==> src/rtl/lcd_pkg.sv <==
// ----------------------------------------------------------------------------
// lcd_pkg: shared constants for the HD44780-style bus receiver. Rev 1.0
// ----------------------------------------------------------------------------
`default_nettype none

package lcd_pkg;

  localparam int LINES     = 2;
  localparam int COLS      = 16;
  localparam int BUF_DEPTH = LINES * COLS;
  localparam int IDX_W     = 5;
  localparam int ADDR_W    = 7;

  // Opcode class bits, highest set bit selects the instruction
  localparam int BIT_DDRAM = 7;
  localparam int BIT_CGRAM = 6;
  localparam int BIT_FSET  = 5;
  localparam int BIT_SHIFT = 4;
  localparam int BIT_DCTRL = 3;
  localparam int BIT_ENTRY = 2;
  localparam int BIT_HOME  = 1;
  localparam int BIT_CLEAR = 0;

  localparam int FSET_DL   = 4;
  localparam int FSET_N    = 3;
  localparam int SHIFT_SC  = 3;
  localparam int SHIFT_RL  = 2;
  localparam int DCTRL_D   = 2;
  localparam int ENTRY_ID  = 1;
  localparam int ENTRY_S   = 0;

  localparam logic [ADDR_W-1:0] LINE0_FIRST  = 7'h00;
  localparam logic [ADDR_W-1:0] LINE0_LAST   = 7'h0F;
  localparam logic [ADDR_W-1:0] LINE1_FIRST  = 7'h40;
  localparam logic [ADDR_W-1:0] LINE1_LAST   = 7'h4F;
  localparam logic [ADDR_W-1:0] WRAP_L0_END  = 7'h27;
  localparam logic [ADDR_W-1:0] WRAP_L1_END  = 7'h67;
  localparam logic [ADDR_W-1:0] ONE_LINE_END = 7'h4F;

  typedef enum logic [0:0] {
    ST_IDLE  = 1'b0,
    ST_SWEEP = 1'b1
  } state_e;

  function automatic logic addr_visible(input logic [ADDR_W-1:0] a);
    return (a <= LINE0_LAST) || ((a >= LINE1_FIRST) && (a <= LINE1_LAST));
  endfunction

endpackage

`default_nettype wire

==> src/rtl/lcd_addr_step.sv <==
// ----------------------------------------------------------------------------
// lcd_addr_step: next DDRAM address for a +/-1 cursor step with line wrap. Rev 1.0
// ----------------------------------------------------------------------------
`default_nettype none

module lcd_addr_step
  import lcd_pkg::*;
(
  input  logic [ADDR_W-1:0] addr,
  input  logic              dir_inc,
  input  logic              two_line,
  output logic [ADDR_W-1:0] next_addr
);

  always_comb begin
    next_addr = dir_inc ? (addr + 7'd1) : (addr - 7'd1);
    if (two_line) begin
      if (dir_inc && (addr == WRAP_L0_END))       next_addr = LINE1_FIRST;
      else if (dir_inc && (addr == WRAP_L1_END))  next_addr = LINE0_FIRST;
      else if (!dir_inc && (addr == LINE0_FIRST)) next_addr = WRAP_L1_END;
      else if (!dir_inc && (addr == LINE1_FIRST)) next_addr = WRAP_L0_END;
    end else begin
      if (dir_inc && (addr == ONE_LINE_END))      next_addr = LINE0_FIRST;
      else if (!dir_inc && (addr == LINE0_FIRST)) next_addr = ONE_LINE_END;
    end
  end

endmodule

`default_nettype wire

==> src/rtl/lcd_bus_receiver.sv <==
// ----------------------------------------------------------------------------
// lcd_bus_receiver: HD44780 8-bit bus decoder with 2x16 shadow buffer. Rev 1.0
// ----------------------------------------------------------------------------
`default_nettype none

module lcd_bus_receiver
  import lcd_pkg::*;
#(
  parameter int         SYNC_STAGES = 2,
  parameter logic [7:0] BLANK_CHAR  = 8'h20
) (
  input  logic              CLK,
  input  logic              RST_N,
  input  logic              RS,
  input  logic              EN_OUT,
  input  logic [7:0]        data_LCD,
  input  logic [IDX_W-1:0]  rd_idx,
  output logic [7:0]        rd_char,
  output logic [ADDR_W-1:0] cursor_addr,
  output logic              display_on,
  output logic              two_line,
  output logic              busy,
  output logic              cmd_valid,
  output logic [7:0]        cmd_code,
  output logic              char_valid,
  output logic              err_unsupported,
  output logic              err_overrun
);

  logic [SYNC_STAGES-1:0]      rs_sync_q, rs_sync_d;
  logic [SYNC_STAGES-1:0]      en_sync_q, en_sync_d;
  logic [SYNC_STAGES-1:0][7:0] data_sync_q, data_sync_d;
  logic                        en_prev_q;

  state_e              state_q, state_d;
  logic [IDX_W-1:0]    sweep_idx_q, sweep_idx_d;
  logic [ADDR_W-1:0]   cursor_addr_q, cursor_addr_d;
  logic                inc_q, inc_d;
  logic                display_on_q, display_on_d;
  logic                two_line_q, two_line_d;
  logic                cmd_valid_q, cmd_valid_d;
  logic [7:0]          cmd_code_q, cmd_code_d;
  logic                char_valid_q, char_valid_d;
  logic                err_unsup_q, err_unsup_d;
  logic                err_overrun_q, err_overrun_d;
  logic [7:0]          rd_char_q;
  logic [7:0]          mem_q [BUF_DEPTH];

  logic                wr_en;
  logic [IDX_W-1:0]    wr_idx;
  logic [7:0]          wr_data;
  logic                strobe, rs_s, step_dir;
  logic [7:0]          data_s;
  logic [ADDR_W-1:0]   step_addr;

  // RS and data come from the same stage as EN so a strobe sees a stable bus
  assign strobe   = en_prev_q & ~en_sync_q[SYNC_STAGES-1];
  assign rs_s     = rs_sync_q[SYNC_STAGES-1];
  assign data_s   = data_sync_q[SYNC_STAGES-1];
  assign step_dir = rs_s ? inc_q : data_s[SHIFT_RL];

  lcd_addr_step u_step (
    .addr      (cursor_addr_q),
    .dir_inc   (step_dir),
    .two_line  (two_line_q),
    .next_addr (step_addr)
  );

  always_comb begin
    rs_sync_d      = rs_sync_q;
    en_sync_d      = en_sync_q;
    data_sync_d    = data_sync_q;
    rs_sync_d[0]   = RS;
    en_sync_d[0]   = EN_OUT;
    data_sync_d[0] = data_LCD;
    for (int i = 1; i < SYNC_STAGES; i++) begin
      rs_sync_d[i]   = rs_sync_q[i-1];
      en_sync_d[i]   = en_sync_q[i-1];
      data_sync_d[i] = data_sync_q[i-1];
    end
  end

  always_comb begin
    state_d       = state_q;
    sweep_idx_d   = sweep_idx_q;
    cursor_addr_d = cursor_addr_q;
    inc_d         = inc_q;
    display_on_d  = display_on_q;
    two_line_d    = two_line_q;
    cmd_valid_d   = 1'b0;
    cmd_code_d    = cmd_code_q;
    char_valid_d  = 1'b0;
    err_unsup_d   = err_unsup_q;
    err_overrun_d = err_overrun_q;
    wr_en         = 1'b0;
    wr_idx        = sweep_idx_q;
    wr_data       = BLANK_CHAR;

    if (state_q == ST_SWEEP) begin
      wr_en       = 1'b1;
      sweep_idx_d = sweep_idx_q + 5'd1;
      if (sweep_idx_q == IDX_W'(BUF_DEPTH - 1)) begin
        state_d       = ST_IDLE;
        cursor_addr_d = '0;
        inc_d         = 1'b1;
      end
      if (strobe) err_overrun_d = 1'b1;
    end else if (strobe) begin
      if (rs_s) begin
        char_valid_d = 1'b1;
        if (addr_visible(cursor_addr_q)) begin
          wr_en   = 1'b1;
          wr_idx  = {cursor_addr_q[6], cursor_addr_q[3:0]};
          wr_data = data_s;
        end
        cursor_addr_d = step_addr;
      end else begin
        cmd_valid_d = 1'b1;
        cmd_code_d  = data_s;
        if (data_s[BIT_DDRAM]) begin
          cursor_addr_d = data_s[ADDR_W-1:0];
        end else if (data_s[BIT_CGRAM]) begin
          err_unsup_d = 1'b1;
        end else if (data_s[BIT_FSET]) begin
          two_line_d = data_s[FSET_N];
          if (!data_s[FSET_DL]) err_unsup_d = 1'b1;
        end else if (data_s[BIT_SHIFT]) begin
          if (data_s[SHIFT_SC]) err_unsup_d = 1'b1;
          else                  cursor_addr_d = step_addr;
        end else if (data_s[BIT_DCTRL]) begin
          display_on_d = data_s[DCTRL_D];
        end else if (data_s[BIT_ENTRY]) begin
          inc_d = data_s[ENTRY_ID];
          if (data_s[ENTRY_S]) err_unsup_d = 1'b1;
        end else if (data_s[BIT_HOME]) begin
          cursor_addr_d = '0;
        end else if (data_s[BIT_CLEAR]) begin
          state_d     = ST_SWEEP;
          sweep_idx_d = '0;
        end
      end
    end
  end

  always_ff @(posedge CLK) begin
    if (!RST_N) begin
      rs_sync_q     <= '0;
      en_sync_q     <= '0;
      data_sync_q   <= '0;
      en_prev_q     <= 1'b0;
      state_q       <= ST_SWEEP;
      sweep_idx_q   <= '0;
      cursor_addr_q <= '0;
      inc_q         <= 1'b1;
      display_on_q  <= 1'b0;
      two_line_q    <= 1'b1;
      cmd_valid_q   <= 1'b0;
      cmd_code_q    <= '0;
      char_valid_q  <= 1'b0;
      err_unsup_q   <= 1'b0;
      err_overrun_q <= 1'b0;
      rd_char_q     <= BLANK_CHAR;
    end else begin
      rs_sync_q     <= rs_sync_d;
      en_sync_q     <= en_sync_d;
      data_sync_q   <= data_sync_d;
      en_prev_q     <= en_sync_q[SYNC_STAGES-1];
      state_q       <= state_d;
      sweep_idx_q   <= sweep_idx_d;
      cursor_addr_q <= cursor_addr_d;
      inc_q         <= inc_d;
      display_on_q  <= display_on_d;
      two_line_q    <= two_line_d;
      cmd_valid_q   <= cmd_valid_d;
      cmd_code_q    <= cmd_code_d;
      char_valid_q  <= char_valid_d;
      err_unsup_q   <= err_unsup_d;
      err_overrun_q <= err_overrun_d;
      rd_char_q     <= mem_q[rd_idx];
    end
  end

  always_ff @(posedge CLK) begin
    if (wr_en) mem_q[wr_idx] <= wr_data;
  end

  assign rd_char         = rd_char_q;
  assign cursor_addr     = cursor_addr_q;
  assign display_on      = display_on_q;
  assign two_line        = two_line_q;
  assign busy            = (state_q == ST_SWEEP);
  assign cmd_valid       = cmd_valid_q;
  assign cmd_code        = cmd_code_q;
  assign char_valid      = char_valid_q;
  assign err_unsupported = err_unsup_q;
  assign err_overrun     = err_overrun_q;

endmodule

`default_nettype wire

==> config.mk <==
export PLATFORM = sky130hd
export DESIGN_NAME = lcd_bus_receiver
export DESIGN_NICKNAME = d
export VERILOG_FILES = /design/src/rtl/lcd_pkg.sv /design/src/rtl/lcd_addr_step.sv /design/src/rtl/lcd_bus_receiver.sv
export SDC_FILE = /design/constraint.sdc
export NUM_CORES = 1
export LEC_CHECK = 0
export ABC_AREA = 1
export BUFFER_PORTS_ARGS = -buffer_cell sky130_fd_sc_hd__buf_2
export CORE_UTILIZATION = 45
export DETAILED_ROUTE_END_ITERATION = 12
export SYNTH_ARGS = -nofsm -noshare
export SYNTH_HDL_FRONTEND = slang
export SYNTH_SLANG_ARGS = --single-unit
==> constraint.sdc <==
create_clock -name CLK -period 2.9 [get_ports CLK]
set_clock_uncertainty 0.15 [all_clocks]
set_input_delay 0.145 -clock CLK [delete_from_list [all_inputs] [get_ports CLK]]
set_output_delay 0.145 -clock CLK [all_outputs]
set_load 0.02 [all_outputs]
Word-level counts from Yosys, hierarchy flattened
Memories as Yosys holds them, arrays and structs flattened. A register that Yosys moved wholly into a read port is not among the register bits.
Cells that the tools add are included.
{"block": "totals", "reg_bits": 49, "in_bits": 17, "romBits": 0, "latch_bits": 0, "ram_bits": 256, "n_memories": 1, "output_inout_bits": 30}
{"block": "op_classes", "reduce_logical": 25, "div": 0, "multipliers": 0, "eq_ne": 21, "bitwise": 10, "n_addsub": 3, "n_shift": 0, "mux": 78, "n_lt_le_gt_ge": 3}
{"name": "mem_q", "depth": 32, "word_bits": 8, "read_ports": 1, "rd_clocked_by_memory_dff": 1, "write_ports": 1, "line_no": "lcd_bus_receiver.sv:47", "rtl": "logic [7:0] mem_q [BUF_DEPTH];"}
{"cell": "$mux 7", "n": 20}
{"cell": "$mux 5", "n": 15}
{"cell": "$mux 1", "n": 39}
{"cell": "$mux 8", "n": 4}
{"cell": "$eq 7x7->1 const B", "n": 3}
{"cell": "$ne 2x1->1 const B", "n": 9}
{"cell": "$reduce_and 9->1", "n": 2}
{"cell": "$ne 4x2->1 const B", "n": 3}
{"cell": "$reduce_and 10->1", "n": 1}
{"cell": "$not 1->1", "n": 9}
{"cell": "$reduce_and 8->1", "n": 1}
{"cell": "$reduce_bool 4->1", "n": 2}
{"cell": "$add 7x1->7 const B", "n": 1}
{"cell": "$eq 7x6->1 const B", "n": 1}
{"cell": "$ge 7x7->1 const B", "n": 1}
{"cell": "$le 7x4->1 const B", "n": 1}
{"cell": "$le 7x7->1 const B", "n": 1}
{"cell": "$logic_not 7->1", "n": 1}
{"cell": "$reduce_and 7->1", "n": 1}
{"cell": "$sub 7x1->7 const B", "n": 1}
{"cell": "$logic_and 1x1->1", "n": 6}
{"cell": "$ne 3x2->1 const B", "n": 2}
{"cell": "$reduce_and 6->1", "n": 1}
{"cell": "$reduce_bool 2->1", "n": 3}
{"cell": "11 further kinds", "n": 12}

Longest topological paths before layout
{"block": "logic_depth", "ltp_word": 16, "mapped_depth": 14}

By module
Synthesis repeated with hierarchy kept, for this count alone.
{"block": "hier_totals", "cells_unflattened": 1296, "area_unflattened_um2": 13167.6}
{"mod": "lcd_bus_receiver", "cells_per_inst": 1211, "instances": 1, "area_per_inst_um2": 12677.2}
{"mod": "lcd_addr_step", "cells_per_inst": 85, "instances": 1, "area_per_inst_um2": 490.5}

Least setup slack after synthesis
OpenSTA, ideal clock, no wires.
{"block": "synth_path", "kind": "register to register", "start": "register cursor_addr_q[4] (netlist: cursor_addr[4])", "end": "memory mem_q[3][0], enable pin", "stages_incl_launch_ff": 12, "setup_ns": 0.370, "t_arrival_ns": 1.917, "path_slack_ns": 0.463, "cell_sequence": "dfxtp_1 > inv_1 > nand2_1 > nor3_4 > nand2_2 > buf_2 > nand2_1 > o21ai_2 > inv_2 > nor2_1 > nand2_1 > nor2_1"}
{"block": "synth_via", "elab_chain_len": 9, "elab_cells_between_ends": 15}
{"item": "start: declaration", "line_no": "lcd_bus_receiver.sv:37", "rtl": "logic [ADDR_W-1:0] cursor_addr_q, cursor_addr_d;"}
{"item": "start signal: assignment", "line_no": "lcd_bus_receiver.sv:170", "rtl": "cursor_addr_q <= cursor_addr_d;"}
{"item": "$ge 7x7->1 or $le 7x7->1 (tied branches)", "line_no": "lcd_pkg.sv:46", "rtl": "return (a <= LINE0_LAST) || ((a >= LINE1_FIRST) && (a <= LINE1_LAST));"}
{"item": "$logic_and 1x1->1", "line_no": "lcd_pkg.sv:46"}
{"item": "$logic_or 1x1->1 (*)", "line_no": "lcd_pkg.sv:46"}
{"item": "$mux 1", "line_no": "lcd_bus_receiver.sv:111", "rtl": "if (addr_visible(cursor_addr_q)) begin"}
{"item": "$mux 1", "line_no": "lcd_bus_receiver.sv:109", "rtl": "if (rs_s) begin"}
{"item": "$mux 1", "line_no": "lcd_bus_receiver.sv:108", "rtl": "end else if (strobe) begin"}
{"item": "$mux 1", "line_no": "lcd_bus_receiver.sv:99", "rtl": "if (state_q == ST_SWEEP) begin"}
{"item": "$mux 1", "line_no": "lcd_bus_receiver.sv:184", "rtl": "if (wr_en) mem_q[wr_idx] <= wr_data;"}
{"item": "$mux 1 (implied by the code)", "line_no": "lcd_bus_receiver.sv:184"}
{"item": "end: declaration", "line_no": "lcd_bus_receiver.sv:47"}
Every way passes the cells marked *; elsewhere a longest branch is shown, timed or not.

Worst setup path after layout
{"block": "layout_path", "start": "register cursor_addr_q[4] (netlist: cursor_addr[4])", "end": "memory mem_q[4][0], enable pin"}
The elaborated chain is that of the path after synthesis.

==> flow_summary.toml <==
[sta]
report.final.slew_viol_count = 0
worst_pin_slew_ns = 0.595
finalHoldViolCount = 0
fin_ws_ns = 0.256
relSlewSlack_pct = 60.2
period_needed_ns = 2.64
finalCritPeriodShare_pct = 91.2
fin_setup_tns_ns = 0
setup_violations = 0
rsz0062_at_grt = "false"
clock.fmax_ghz = 0.378

[synthesis]
yosysMostFrequentCell = "edfxtp_1"
synth_warnings = 0
synthArstFlopShare_pct = 0
yosys-top-cells-area = "edfxtp_1 (60%), dfxtp_1 (8.9%), nor2_1 (6.3%)"
synth_area_um2 = 12800
synth-xor-area-share_pct = 0.206
ys_seq_elements = 313
yosysSeqAreaShare_pct = 69.1
synth_area_leader_cell = "edfxtp_1"
synth_top_area_share_pct = 60.1
syn_inst = 1143
synth_compound_area_share_pct = 12.4
ys_types = 35
synthFlopType = "edfxtp_1"
synth_nets = 1169
synth_top_family_by_area = "simple AND/OR/NAND/NOR gates"
synthMuxAreaShare_pct = 0
synth-adder-area-share_pct = 0.940
netlist_top_cells_count = "edfxtp_1 (256), nor2_1 (214), o21ai_0 (141), nand2_1 (124), nand3_1 (63)"
synth-edff-count = 256
avgSynthCellArea_um2 = 11.2
synth-simple-area-share_pct = 13.5

[clocking]
path_clk_slew_ns = 0.06
clockBufferDepth = 3
cts_buffers = 34
root_buffer = "clkbuf_16"
cts.sinks = 313
cts_tree = "built"
clock_latency_ns = 0.51
post_cts_buffers = 0
htreeDepth = 2

[drt]
first_pass_iters = 5
drt_iter0_drc = 873
postRouteAntennaNets = 0
vias = 9038
routed_via_density = 5.51
drc = 0
detail_route.wl_per_cell_um = 19.8
wirelength_um = 32500

[floorplan]
die_h_um = 171
start_util_pct = 45.9
die_x_um = 171
ios = 47
core_um2 = 27900
rows = 61
die_area_um2 = 29100

[power]
peakVddDrop_v = 0.000365
power_density_nw_per_um2 = 651
leakage_nw = 5.73

[finish]
area_growth_pct = 17.6
finish.instance_area_um2 = 15000
drive_above_1_share_pct = 14.7
ff_latch_area_um2 = 8830
num-fill-cells = 2409
multi_input_area_um2 = 3470
fin_nets = 1262
diodes = 0

[setup_path]
crit_family = "simple AND/OR/NAND/NOR gates"
required_ns = 2.96
cp_slowest_stage_delay_ns = 0.35
cp_common_cell = "nand2_1"
cp.arrival_ns = 2.71
crit_chain = "inv_1 -> nand2_1 -> nor3_4 -> nand2_2 -> nand2_1 -> o21ai_1 -> nor2_1 -> nand2_1 -> nor2_1 -> buf_4"
ff2ff_setup_slack_ns = 0.26
slowest_stage = "nand2_1"
cp-end-kind = "flip-flop"
start_kind = "flip-flop"
critPathMaxFanout = 10
worst-setup-path-type = "reg -> reg"
cp_num_buf_inv = 2

[min_path]
hold_path.class = "in -> reg"

[grt]
grt_pass1_wl_um = 50300
grt_max_degree = 129
grt_pass1_vias = 8809
overflow = 0
antenna_found_initial = 0
grt.total_usage_pct = 23.1

[placed_design]
dpl.hpwl_um = 20300
gp_congestion = 0.873
placed_cell_area_um2 = 13800
dp_slack_ns = 0.260
port_buffers = 46

[job]
maxCapViolCount = 0

[status]
outcome = "finished, final reports clean"
==> repair_timing <==
item,CTS,global route
endpoints found under the hold margin,23,0
gates resized for setup,0,1
hold buffers,12,0
endpoints found under the setup margin,0,8
==> final timing paths <==
path,startpoint,to,cells after the start
setup / recovery,cursor_addr[4]$_SDFFE_PN0P_,mem_q[4][0]$_DFFE_PP_,10
hold / removal,rd_idx[3],rd_char[0]$_SDFF_PN0_,5
setup reg to reg,cursor_addr[4]$_SDFFE_PN0P_,mem_q[4][0]$_DFFE_PP_,10
hold reg to reg,data_sync_d[8]$_SDFF_PN0_,data_s[0]$_SDFF_PN0_,2
==> layer usage <==
layer | track usage [%] | vias up | wire [um]
li1 | - | 4288 | -
met1 | 32.1 | 4360 | 14200
met2 | 37.3 | 342 | 15300
met3 | 3.54 | 48 | 2170
met4 | 7.36 | 0 | 771
met5 | 0 | - | 0
==> area by class of cell <==
type                       instances  area share, %
sequential                       313           58.7
timing repair buffer             117           5.63
tap                              378           3.15
clock buffer                      46           6.68
multi-input combinational        699           23.1
clock inverter                    15          0.966
inverter                          71           1.78
==> kinds of logic (layout without fill, tap and decap cells) <==
group | count (synthesis) | count (layout)
xor gates and xnor gates | 3 | 3
AOI/OAI and AO/OA | 265 | 265
buffers and inverters | 131 | 249
and+or+nand+nor | 422 | 422
adders and majority gates | 9 | 9
DFF | 313 | 313
==> registers in the layout, summed over array words and instances, names as in the netlist, 2 cells and up <==
register,count
mem_q,256
cmd_code,8
data_s,8
data_sync_d,8
rd_char,8
cursor_addr,7
sweep_idx_q,5
en_sync_q,2
rs_sync_q,2
==> through the flow <==
stage	power, mW	std cells	hold WS, ns	utilization, %
after global placement	5.49	1566	0.175	49.4
after global routing	10.1	1639	0.139	54.0
after detailed placement	5.49	1566	0.178	49.4
final	9.78	1639	0.132	54.0
after CTS	9.85	1639	0.111	54.0
after floorplan	5.30	1143	0.0926	-
==> report_power, final <==
part	switching (mW)	total, mW	internal, mW
combinational	0.362	0.529	0.168
sequential	0.0243	4.89	4.86
clock	1.67	4.36	2.69
total	2.06	9.78	7.72
==> worst reg2reg max path, cell delays in order (launching register included) <==
cell	delay, ns
dfxtp_1	0.34
inv_1	0.08
nand2_1	0.15
nor3_4	0.26
nand2_2	0.17
nand2_1	0.11
o21ai_1	0.11
nor2_1	0.16
nand2_1	0.35
nor2_1	0.27
buf_4	0.20
==> layout by cell type, fill, tap and decap left out, types with 10 or more instances in the layout <==
master / instances
a21oi_1: 35
buf_2: 45
buf_4: 56
clkbuf_16: 37
dfxtp_1: 57
dlygate4sd3_1: 12
edfxtp_1: 256
inv_1: 58
inv_2: 12
nand2_1: 124
nand3_1: 63
nor2_1: 206
nor2_2: 10
o211ai_1: 11
o21ai_0: 141
o21ai_1: 14
o221ai_1: 51
Power figures use the tool's default switching activity.
